$ cat src/rtl/serial_adder_if.sv
// Request/result bundle for serial_adder: operands and start in, status and result out.
// The requester holds the master modport; the adder holds the slave modport.
interface serial_adder_if #(
  parameter int unsigned WIDTH = 8
);
  logic             start;
  logic [WIDTH-1:0] a;
  logic [WIDTH-1:0] b;
  logic             c_in;
  logic             busy;
  logic             done;
  logic [WIDTH-1:0] sum;
  logic             c_out;

  modport master (
    output start,
    output a,
    output b,
    output c_in,
    input  busy,
    input  done,
    input  sum,
    input  c_out
  );

  modport slave (
    input  start,
    input  a,
    input  b,
    input  c_in,
    output busy,
    output done,
    output sum,
    output c_out
  );
endinterface

$ cat src/rtl/serial_adder.sv
// Bit-serial WIDTH-bit adder: one full_adder cell with a registered carry loop, LSB first.
// Captures operands on start, adds one bit per clock, then pulses done with sum/c_out held.
module full_adder (
  input  logic i_a,
  input  logic i_b,
  input  logic i_c_in,
  output logic o_s,
  output logic o_c_out
);
  assign o_s     = i_a ^ i_b ^ i_c_in;
  assign o_c_out = (i_a & i_b) | (i_c_in & (i_a ^ i_b));
endmodule

module serial_adder #(
  parameter int unsigned WIDTH = 8
) (
  input logic           clk,
  input logic           rst,
  serial_adder_if.slave io_bus
);
  localparam int unsigned CntW = (WIDTH > 1) ? $clog2(WIDTH) : 1;
  localparam logic [CntW-1:0] LastCnt = CntW'(WIDTH - 1);

  typedef enum logic [1:0] {
    StIdle,
    StShift,
    StDone
  } state_e;

  state_e            r_state;
  state_e            w_state;
  logic [WIDTH-1:0]  r_a_sh;
  logic [WIDTH-1:0]  w_a_sh;
  logic [WIDTH-1:0]  r_b_sh;
  logic [WIDTH-1:0]  w_b_sh;
  logic [WIDTH-1:0]  r_sum_sh;
  logic [WIDTH-1:0]  w_sum_sh;
  logic              r_carry;
  logic              w_carry;
  logic [CntW-1:0]   r_cnt;
  logic [CntW-1:0]   w_cnt;
  logic [WIDTH-1:0]  r_sum;
  logic [WIDTH-1:0]  w_sum;
  logic              r_c_out;
  logic              w_c_out;

  logic              w_fa_s;
  logic              w_fa_c_out;
  logic [WIDTH-1:0]  w_sum_shifted;

  full_adder u_fa (
    .i_a     (r_a_sh[0]),
    .i_b     (r_b_sh[0]),
    .i_c_in  (r_carry),
    .o_s     (w_fa_s),
    .o_c_out (w_fa_c_out)
  );

  // New sum bit enters at the MSB so that after WIDTH shifts the LSB sits at bit 0.
  assign w_sum_shifted = {w_fa_s, r_sum_sh[WIDTH-1:1]};

  always_comb begin
    w_state  = r_state;
    w_a_sh   = r_a_sh;
    w_b_sh   = r_b_sh;
    w_sum_sh = r_sum_sh;
    w_carry  = r_carry;
    w_cnt    = r_cnt;
    w_sum    = r_sum;
    w_c_out  = r_c_out;
    unique case (r_state)
      StIdle: begin
        if (io_bus.start) begin
          w_a_sh   = io_bus.a;
          w_b_sh   = io_bus.b;
          w_carry  = io_bus.c_in;
          w_sum_sh = '0;
          w_cnt    = '0;
          w_state  = StShift;
        end
      end
      StShift: begin
        w_sum_sh = w_sum_shifted;
        w_a_sh   = r_a_sh >> 1;
        w_b_sh   = r_b_sh >> 1;
        w_carry  = w_fa_c_out;
        w_cnt    = r_cnt + CntW'(1);
        if (r_cnt == LastCnt) begin
          w_sum   = w_sum_shifted;
          w_c_out = w_fa_c_out;
          w_state = StDone;
        end
      end
      StDone: begin
        w_state = StIdle;
      end
      default: begin
        w_state = StIdle;
      end
    endcase
  end

  always_ff @(posedge clk) begin
    if (rst) begin
      r_state  <= StIdle;
      r_a_sh   <= '0;
      r_b_sh   <= '0;
      r_sum_sh <= '0;
      r_carry  <= 1'b0;
      r_cnt    <= '0;
      r_sum    <= '0;
      r_c_out  <= 1'b0;
    end else begin
      r_state  <= w_state;
      r_a_sh   <= w_a_sh;
      r_b_sh   <= w_b_sh;
      r_sum_sh <= w_sum_sh;
      r_carry  <= w_carry;
      r_cnt    <= w_cnt;
      r_sum    <= w_sum;
      r_c_out  <= w_c_out;
    end
  end

  assign io_bus.busy  = (r_state == StShift) || (r_state == StDone);
  assign io_bus.done  = (r_state == StDone);
  assign io_bus.sum   = r_sum;
  assign io_bus.c_out = r_c_out;
endmodule
$ cat src/flat_wrapper.sv
// flat-port wrapper written by rule: the top's interface ports become plain ports
module serial_adder_flat 
#(
  parameter int unsigned WIDTH = 8
)
  (clk, rst, io_bus_start, io_bus_a, io_bus_b, io_bus_c_in, io_bus_busy, io_bus_done, io_bus_sum, io_bus_c_out);
  serial_adder_if #(.WIDTH(WIDTH)) io_bus_i ();
  input logic clk;
  input logic rst;
  input wire logic [$bits(io_bus_i.start)-1:0] io_bus_start;
  input wire logic [$bits(io_bus_i.a)-1:0] io_bus_a;
  input wire logic [$bits(io_bus_i.b)-1:0] io_bus_b;
  input wire logic [$bits(io_bus_i.c_in)-1:0] io_bus_c_in;
  output wire logic [$bits(io_bus_i.busy)-1:0] io_bus_busy;
  output wire logic [$bits(io_bus_i.done)-1:0] io_bus_done;
  output wire logic [$bits(io_bus_i.sum)-1:0] io_bus_sum;
  output wire logic [$bits(io_bus_i.c_out)-1:0] io_bus_c_out;
  assign io_bus_i.start = io_bus_start;
  assign io_bus_i.a = io_bus_a;
  assign io_bus_i.b = io_bus_b;
  assign io_bus_i.c_in = io_bus_c_in;
  assign io_bus_busy = io_bus_i.busy;
  assign io_bus_done = io_bus_i.done;
  assign io_bus_sum = io_bus_i.sum;
  assign io_bus_c_out = io_bus_i.c_out;
  serial_adder #(.WIDTH(WIDTH)) u_core (.clk(clk), .rst(rst), .io_bus(io_bus_i));
endmodule
$ cat config.mk
export PLATFORM = sky130hd
export DESIGN_NAME = serial_adder_flat
export DESIGN_NICKNAME = d
export VERILOG_FILES = /design/src/rtl/serial_adder_if.sv /design/src/rtl/serial_adder.sv /design/src/flat_wrapper.sv
export SDC_FILE = /design/constraint.sdc
export NUM_CORES = 1
export LEC_CHECK = 0
export CAP_MARGIN = 20
export CORE_MARGIN = 2
export CORE_UTILIZATION = 35
export CTS_CLUSTER_DIAMETER = 120
export CTS_CLUSTER_SIZE = 20
export DETAILED_ROUTE_END_ITERATION = 10
export GPL_TIMING_DRIVEN = 0
export HOLD_SLACK_MARGIN = 0.15
export PLACE_DENSITY = 0.53
export SLEW_MARGIN = 20
export SYNTH_ARGS = -nofsm -noshare
export SYNTH_HDL_FRONTEND = slang
export SYNTH_SLANG_ARGS = --single-unit
$ cat constraint.sdc
create_clock -name clk -period 1.69 [get_ports clk]
set_input_delay 0.2535 -clock clk [delete_from_list [all_inputs] [get_ports clk]]
set_output_delay 0.2535 -clock clk [all_outputs]
set_load 0.01 [all_outputs]
==> reports/summary.txt, run 1 <==
Outcome: completed
Initial core utilization: 0.362
RR Startpoint: u_core.r_state[1]$_SDFFE_PP0P_
Fmax: 0.621 GHz
Post-layout minimum cycle time: 1610 ps
Cell Area, Synth: 0.00185 mm²
Largest stage delay on the critical path: 530 ps
CTS buffer count: 5
Core footprint: 0.00511 mm²
RSZ-0062 raised after global routing: no
Fin crit share: 0.953
Reg power frac: 0.480
CP required: 1440 ps
Placed wire-length estimate: 3.04 mm
CP max stage cell: clkdlybuf4s50_1
Clk_lat worst skew: 290 ps
Clk root buf: clkbuf_8
Worst hold-check path type: reg -> reg
WP depth: 3
All-Layer GR Usage: 0.154
Final Core Density: 0.457
Crit Path Max Fanout: 3
Die Y: 76.6 µm
Vias in the first global route: 1,457
Clock net sink count: 38
CP endpoint kind: output pin
CP Class: reg -> out
DRT antenna net count: 0
Boundary pin count: 31
Delay-heaviest family, CP: buffers and inverters
Die area: 0.00587 mm²
Switching power: 0.000580 W
Maximum VDD drop: 403 µV
Global route overflow: 0
Cells after Synth: 187
Multi-input gate area: 987 µm²
Internal: 0.00147 W
Crit-path cells: inv_1 > ha_1 > clkdlybuf4s50_1
DR iter-0 viols: 89
Reg2reg setup slack: 130 ps
Vias: 1,480
Die W: 76.6 µm
Warning count from the yosys run: 0
CTS tree: yes
Clk slew on worst S/H paths: 70 ps
Reg area: 763 µm²
PortBufs: 29
Syn avg cell area: 9.88 µm²
First-pass GRT wire length: 7.25 mm
Comb power frac: 0.205
Worst Setup EP: io_bus_done
CTS H-tree depth: 2
Leakage power: 0.825 nW
Startpoint Class: flip-flop
Critical R2R Capture: u_core.r_b_sh[1]$_SDFFE_PP0P_
Cell Pwr Density: 881 mW/mm²
Global placer's final weighted congestion: 0.766
Pin slew with the least headroom to its limit: 678 ps
Net Sw Frac: 0.282
Post-synthesis register bit count: 38
Max-slew violations: 0
Final Hold Fails: 0
Pin count of the biggest net entering global routing: 13
Worst path buffer plus inverter count: 2
Post-Syn Nets: 213
Fillers: 517
Antenna Cells: 0
DRT Pass-1 Iters: 5
Sequential share of the synthesized area: 0.412
Final setup fails: 0
Max_cap viols: 0
Yosys cell types: 28
Site row count: 26
Clk pwr share: 0.316
Layout cells sized above 1: 0.250
Worst Setup SP: u_core.r_state[0]$_SDFFE_PP0P_
Slew headroom: 0.548
Post-route setup TNS: 0 ps
Initial antenna violation count: 0
WP data arrival: 1360 ps
WL/cell: 14.8 µm
DRC violations left: 0
Hold_buf cts: 0
Fin nets: 249
Aggregate routed wire length: 4.35 mm
R2r worst-path depth: 6
Via/cell ratio: 5.03
CTS max path bufs: 2
Clk_skew: 4.33 ps
P&R area growth vs syn: 26.3%
[registers in the layout, indices dropped and copies added (netlist names)]
| register | cells |
|---|---|
| u_core.r_carry | 1 |
| u_core.r_a_sh | 8 |
| u_core.r_sum_sh | 7 |
| u_core.r_b_sh | 8 |
| u_core.r_cnt | 3 |
| u_core.io_bus.sum | 8 |
| u_core.io_bus.c_out | 1 |
| u_core.r_state | 2 |
[layer usage]
layer  up-vias  share of wire  global-route usage
met4         0         0.0058              0.0436
met5         -              0                   0
met2        39           0.45               0.235
met3         2          0.044              0.0450
met1       690           0.50               0.211
li1        749              -                   -
[worst min path at each step]
stage                                              endpoint                         startpoint  depth (start not counted)  slack (ps)
after floorplan               u_core.r_a_sh[7]$_SDFFE_PP0P_                        io_bus_a[7]                          2         420
after global placement        u_core.r_a_sh[7]$_SDFFE_PP0P_      u_core.r_a_sh[7]$_SDFFE_PP0P_                          2         440
after detailed placement  u_core.io_bus.sum[1]$_SDFFE_PP0P_  u_core.io_bus.sum[1]$_SDFFE_PP0P_                          2         450
after CTS                     u_core.r_a_sh[2]$_SDFFE_PP0P_                                rst                          2         460
after global routing          u_core.r_a_sh[2]$_SDFFE_PP0P_                                rst                          2         480
final                         u_core.r_b_sh[7]$_SDFFE_PP0P_      u_core.r_b_sh[7]$_SDFFE_PP0P_                          2         460
[placed cells by master, fill, tap and decap left out, types with 2 or more instances in the layout]
cell | Yosys | routed
a211oi_2 | 13 | 13
nor2_1 | 9 | 9
clkbuf_1 | 5 | 4
a32oi_1 | 9 | 9
ha_1 | 5 | 4
buf_4 | 5 | 5
nand2_1 | 19 | 18
dfxtp_1 | 38 | 36
clkbuf_8 | 0 | 6
dfxtp_2 | 0 | 2
a211oi_1 | 3 | 3
clkdlybuf4s50_1 | 0 | 28
nand3b_1 | 2 | 2
nor2_2 | 10 | 10
a21oi_1 | 20 | 20
inv_1 | 2 | 2
nand3_1 | 9 | 9
buf_2 | 3 | 3
nand2b_1 | 2 | 2
mux2_2 | 7 | 7
mux2i_1 | 16 | 16
[logic make-up (layout without fill, tap and decap cells)]
family / Yosys count / in the layout / share of synthesized area
flops: 38 / 38 / 0.412
compound gates: 46 / 46 / 0.203
buf+inv: 18 / 55 / 0.0589
simple gates: 54 / 54 / 0.140
mux: 24 / 24 / 0.138
fa+ha+maj: 6 / 6 / 0.0447
xor+xnor: 1 / 1 / 0.00474
[per-stage QoR]
stage / std cells / setup slack (ps) / total power, W / area, µm² / hold WS, ps
final: 294 / 79.5 / 0.00205 / 2330 / 461
after global placement: 286 / 108 / 0.00141 / 2220 / 445
after floorplan: 187 / 247 / 0.00130 / 1850 / 417
after global routing: 294 / 15.7 / 0.00218 / 2330 / 480
after CTS: 294 / 44.7 / 0.00208 / 2320 / 456
after detailed placement: 286 / 52.3 / 0.00143 / 2220 / 449
[cells in the mapped netlist]
cell type,n,share of area
nand3_1,9,0.024
nor2b_1,1,0.0034
a32oi_1,9,0.043
a211oi_1,3,0.012
mux2i_1,16,0.087
nor2_2,10,0.034
inv_2,1,0.0020
nand3b_1,2,0.0081
dfxtp_1,38,0.41
clkbuf_1,5,0.010
mux2_4,1,0.0081
nor2_1,9,0.018
ha_1,5,0.034
inv_1,2,0.0041
nand2_1,19,0.039
a211oi_2,13,0.088
nor3_1,1,0.0027
mux2_2,7,0.043
fa_1,1,0.011
a2111oi_1,1,0.0054
buf_2,3,0.0081
a21oi_1,20,0.054
buf_6,1,0.0061
xnor2_1,1,0.0047
and3_1,1,0.0034
buf_4,5,0.020
nand2b_1,2,0.0068
buf_8,1,0.0081
[power by group through the flow]
stage	logic [W]	clock network, W	registers (W)
CTS	0.000420	0.000672	0.000985
finish	0.000420	0.000649	0.000985
global route	0.000458	0.000726	0.000992
floorplan	0.000306	0	0.000997
global placement	0.000409	0	0.00100
detailed placement	0.000419	0	0.00101
[cell type report]
type	instances	area share
plain buffers	15	0.0424
clock buffers	6	0.0354
clock inverters	2	0.00536
inverters	3	0.00483
multi-input cells	131	0.423
flip-flops and latches	38	0.327
well taps	70	0.0376
repair buffers	29	0.124
[repair_timing]
item | in CTS | in global routing
endpoints found under the setup margin | 1 | 12
buffers inserted | 0 | 0
cloned | 0 | 0
resized for setup | 2 | 6
[worst min-delay path: stages, from the launching register on]
cell and delay (ps):
dfxtp_1 310, nand2_1 50, a21oi_1 50
No activity file was read; power rests on OpenSTA's default activity.
==> run 2: changes to the inputs <==
==> constraint.sdc (replaced) <==
create_clock -name clk -period 1.69 [get_ports clk]
set_input_delay 0.338 -clock clk [delete_from_list [all_inputs] [get_ports clk]]
set_output_delay 0.338 -clock clk [all_outputs]
set_load 0.01 [all_outputs]
==> run 2 against run 1 <==
  * Power barely moved
  * Cell area fell by 0.11%
  * Critical endpoint is now io_bus_busy
  * Die area did not move
==> reports/summary.txt, run 2 (same netlist as run 1, synthesis figures left out) <==
Antenna Cells: 0
WP data arrival: 1280 ps
Vias: 1,480
Placed wire-length estimate: 3.04 mm
Most common cell after layout, fill and taps aside: dfxtp_1
P&R area growth vs syn: 26.2%
Multi-input gate area: 987 µm²
Initial core utilization: 0.362
Crit Path Max Fanout: 3
Max-slew violations: 0
Fin nets: 249
Clk root buf: clkbuf_8
Reg area: 762 µm²
Core footprint: 0.00511 mm²
First-pass GRT wire length: 7.25 mm
WHS: 461 ps
Aggregate routed wire length: 4.35 mm
Pin count of the biggest net entering global routing: 13
Initial antenna violation count: 0
Post-route setup TNS: 0 ps
CP required: 1350 ps
Max_cap viols: 0
Die area: 0.00587 mm²
Fillers: 518
Global route overflow: 0
All-Layer GR Usage: 0.154
Pin slew with the least headroom to its limit: 678 ps
Die Y: 76.6 µm
Clk_skew: 4.33 ps
RSZ-0062 raised after global routing: no
DRT antenna net count: 0
Commonest cells after routing, fill and taps aside: dfxtp_1 (37), clkdlybuf4s50_1 (27), a21oi_1 (20)
Worst hold-check path type: reg -> reg
DRT Pass-1 Iters: 5
Startpoint Class: flip-flop
Vias in the first global route: 1,457
CP Class: reg -> out
Layout cells sized above 1: 0.246
Maximum VDD drop: 403 µV
Via/cell ratio: 5.03
PortBufs: 29
CTS buffer count: 5
Hold_buf cts: 0
Clk_lat worst skew: 290 ps
CTS H-tree depth: 2
Final setup fails: 0
Cell Pwr Density: 881 mW/mm²
Fin crit share: 0.955
Outcome: completed
Fmax: 0.619 GHz
Slew headroom: 0.548
WL/cell: 14.8 µm
CP endpoint kind: output pin
Global placer's final weighted congestion: 0.766
DRC violations left: 0
Boundary pin count: 31
DR iter-0 viols: 89
Final Hold Fails: 0
Site row count: 26
Clk slew on worst S/H paths: 70 ps
Die W: 76.6 µm
CTS max path bufs: 2
Clock net sink count: 38
Leakage power: 0.830 nW
Postcts setup bufs: 0
CTS tree: yes
Post-layout minimum cycle time: 1610 ps
-- run 2: repair_timing --
item	4_1_cts	5_1_grt
gates resized for setup	3	5
endpoints found under the hold margin	0	0
setup endpoints to repair	2	11
-- run 2: layout make-up --
class                      instances  area share
inverter                           3     0.00483
clock buffer                       6      0.0354
clock inverter                     2     0.00537
timing repair buffer              29       0.124
sequential                        38       0.327
buffer                            15      0.0424
multi-input combinational        131       0.424
tap                               70      0.0376
-- run 2: stage by stage --
| stage | std cells | utilization | power, W | cell area (µm²) | setup slack [ps] |
|---|---|---|---|---|---|
| 6_report | 294 | 0.456 | 0.00205 | 2330 | 75.8 |
| 2_1_floorplan | 187 | - | 0.00130 | 1850 | 247 |
| 3_3_place_gp | 286 | 0.436 | 0.00141 | 2220 | 50.1 |
| 3_5_place_dp | 286 | 0.436 | 0.00143 | 2220 | 6.84 |
| 4_1_cts | 294 | 0.454 | 0.00208 | 2320 | 44.7 |
| 5_1_grt | 294 | 0.456 | 0.00217 | 2330 | 2.97 |
-- run 2: final timing paths --
| check | from | to | slack, ps | cells after the start |
|---|---|---|---|---|
| hold reg to reg | u_core.r_b_sh[7]$_SDFFE_PP0P_ | u_core.r_b_sh[7]$_SDFFE_PP0P_ | 460 | 2 |
| setup reg to reg | u_core.r_state[1]$_SDFFE_PP0P_ | u_core.r_b_sh[1]$_SDFFE_PP0P_ | 130 | 6 |
| hold / removal | u_core.r_b_sh[7]$_SDFFE_PP0P_ | u_core.r_b_sh[7]$_SDFFE_PP0P_ | 460 | 2 |
| setup / recovery | u_core.r_state[0]$_SDFFE_PP0P_ | io_bus_busy | 80 | 3 |
-- run 2: power by group --
part | total [W] | switching, W | internal, W
combinational | 0.000420 | 0.000223 | 0.000197
clock | 0.000649 | 0.000321 | 0.000328
sequential | 0.000985 | 0.0000367 | 0.000948
total | 0.00205 | 0.000580 | 0.00147
-- run 2: critical path, stage by stage, from the launching register on --
cell and delay, ps:
dfxtp_1 360, inv_1 70, ha_2 300, dlygate4sd2_1 260
-- run 2: per-layer routing --
layer	vias up	track usage	routed length, µm
li1	749	-	-
met1	690	0.211	2170
met2	39	0.235	1960
met3	2	0.0450	192
met4	0	0.0436	25
met5	-	0	0
==> run 3: changes to the inputs <==
--- a/config.mk
+++ b/config.mk
@@ -6,7 +6,8 @@
 export NUM_CORES = 1
 export LEC_CHECK = 0
 export CAP_MARGIN = 20
-export CORE_MARGIN = 2
+export CORE_ASPECT_RATIO = 0.7
+export CORE_MARGIN = 4
 export CORE_UTILIZATION = 35
 export CTS_CLUSTER_DIAMETER = 120
 export CTS_CLUSTER_SIZE = 20
==> run 3 against run 2 <==
  * Maximum frequency is 0.20% lower
  * Wire length rose by 0.58%
  * Largest power group unchanged
  * Power is 0.33% lower
  * Highest routed layer unchanged
  * Setup slack lost 3.2 ps
==> reports/summary.txt, run 3 (same netlist as run 1, synthesis figures left out) <==
Outcome: completed
RR Startpoint: u_core.r_state[1]$_SDFFE_PP0P_
Slew headroom: 0.551
WL/cell: 14.9 µm
Fin nets: 249
Startpoint Class: flip-flop
Clk slew on worst S/H paths: 70 ps
Total power: 0.00205 W
CP Class: reg -> out
Hold Path End: u_core.r_a_sh[7]$_SDFFE_PP0P_
Reg2reg setup slack: 130 ps
Vias: 1,499
Clk root buf: clkbuf_8
Initial core utilization: 0.374
CTS max path bufs: 2
Vias in the first global route: 1,483
Clk_skew: 3.92 ps
Boundary pin count: 31
Die area: 0.00652 mm²
All-Layer GR Usage: 0.144
Final Hold Fails: 0
Max_cap viols: 0
Antenna Cells: 0
Global route overflow: 0
Commonest cells after routing, fill and taps aside: dfxtp_1 (37), clkdlybuf4s50_1 (27), a21oi_1 (20)
DR iter-0 viols: 75
CTS H-tree depth: 2
DRT Pass-1 Iters: 4
Hold Path Origin: u_core.r_a_sh[7]$_SDFFE_PP0P_
Global placer's final weighted congestion: 0.769
Post-layout minimum cycle time: 1620 ps
Placed wire-length estimate: 3.15 mm
Worst hold-check path type: reg -> reg
Initial antenna violation count: 0
CP required: 1350 ps
Via/cell ratio: 5.12
Pin slew with the least headroom to its limit: 673 ps
Maximum VDD drop: 363 µV
Postcts setup bufs: 0
CP endpoint kind: output pin
Clk_lat worst skew: 280 ps
Crit Path Max Fanout: 3
Cell Pwr Density: 883 mW/mm²
Fmax: 0.618 GHz
Leakage power: 0.827 nW
Clock net sink count: 38
Die Y: 68.8 µm
CTS buffer count: 5
CTS tree: yes
Pin count of the biggest net entering global routing: 12
Critical R2R Capture: u_core.r_carry$_SDFFE_PP0P_
Fin crit share: 0.957
Final Core Density: 0.469
P&R area growth vs syn: 25.5%
WP data arrival: 1280 ps
Final setup fails: 0
PortBufs: 29
Core footprint: 0.00494 mm²
Site row count: 21
Die W: 94.8 µm
Hold path cells: 2
Layout cells sized above 1: 0.232
R2r worst-path depth: 6
Post-route setup TNS: 0 ps
DRC violations left: 0
RSZ-0062 raised after global routing: no
First-pass GRT wire length: 7.15 mm
DRT antenna net count: 0
Most common cell after layout, fill and taps aside: dfxtp_1
Aggregate routed wire length: 4.37 mm
Max-slew violations: 0
Fillers: 491
[run 3: cell count changes in the layout (fill, tap and decap cells not counted), sizes merged]
cell and change:
clkbuf +1, clkinvlp -1
[run 3: worst max path at each step]
| stage | start | endpoint | slack (ps) | cells after the start |
|---|---|---|---|---|
| after CTS | u_core.r_state[1]$_SDFFE_PP0P_ | u_core.io_bus.sum[3]$_SDFFE_PP0P_ | 10 | 7 |
| final | u_core.r_state[0]$_SDFFE_PP0P_ | io_bus_busy | 70 | 3 |
| after global placement | io_bus_start | u_core.r_b_sh[7]$_SDFFE_PP0P_ | 10 | 5 |
| after floorplan | u_core.r_state[0]$_SDFFE_PP0P_ | u_core.r_b_sh[4]$_SDFFE_PP0P_ | 250 | 6 |
| after global routing | u_core.r_state[0]$_SDFFE_PP0P_ | io_bus_busy | 2 | 3 |
| after detailed placement | io_bus_start | u_core.r_b_sh[7]$_SDFFE_PP0P_ | -20 | 5 |
[run 3: routing by layer]
metal | up-vias | global-route usage | part of all wire | wire [µm]
met5 | - | 0 | 0 | 0
met4 | 0 | 0.0432 | 0.017 | 74
met3 | 7 | 0.0477 | 0.041 | 178
met2 | 26 | 0.229 | 0.44 | 1920
met1 | 726 | 0.188 | 0.50 | 2200
li1 | 740 | - | - | -
[run 3: critical path, stage by stage (launching register included)]
cell           delay (ps)
dfxtp_1               360
inv_1                  70
ha_2                  300
dlygate4sd2_1         260
[run 3: stage by stage]
step,setup WS (ps),hold WS (ps),cell area (µm²),instances
finish,72.6,456,2320,293
global route,2.46,478,2320,293
CTS,13.3,458,2310,293
detailed placement,-23.6,448,2220,285
global placement,14.5,443,2220,285
floorplan,247,432,1850,187
[run 3: layout make-up]
type | count | area [µm²] | share of cell area
multi-input combinational | 131 | 982 | 0.424
sequential | 38 | 762 | 0.329
timing repair buffer | 29 | 288 | 0.124
buffer | 15 | 97.6 | 0.0421
clock buffer | 7 | 86.3 | 0.0372
tap | 69 | 86.3 | 0.0372
inverter | 3 | 11.3 | 0.00486
clock inverter | 1 | 5.00 | 0.00216
[run 3: report_power, final]
part	total (W)	internal [W]	switching [W]
logic	0.000421	0.000196	0.000225
clock network	0.000639	0.000329	0.000310
registers	0.000986	0.000948	0.0000381
[run 3: what timing repair did]
item                                    4_1_cts  5_1_grt
cloned                                        0        0
gates resized for setup                       3        2
hold buffers                                  0        0
endpoints found under the setup margin        3       12
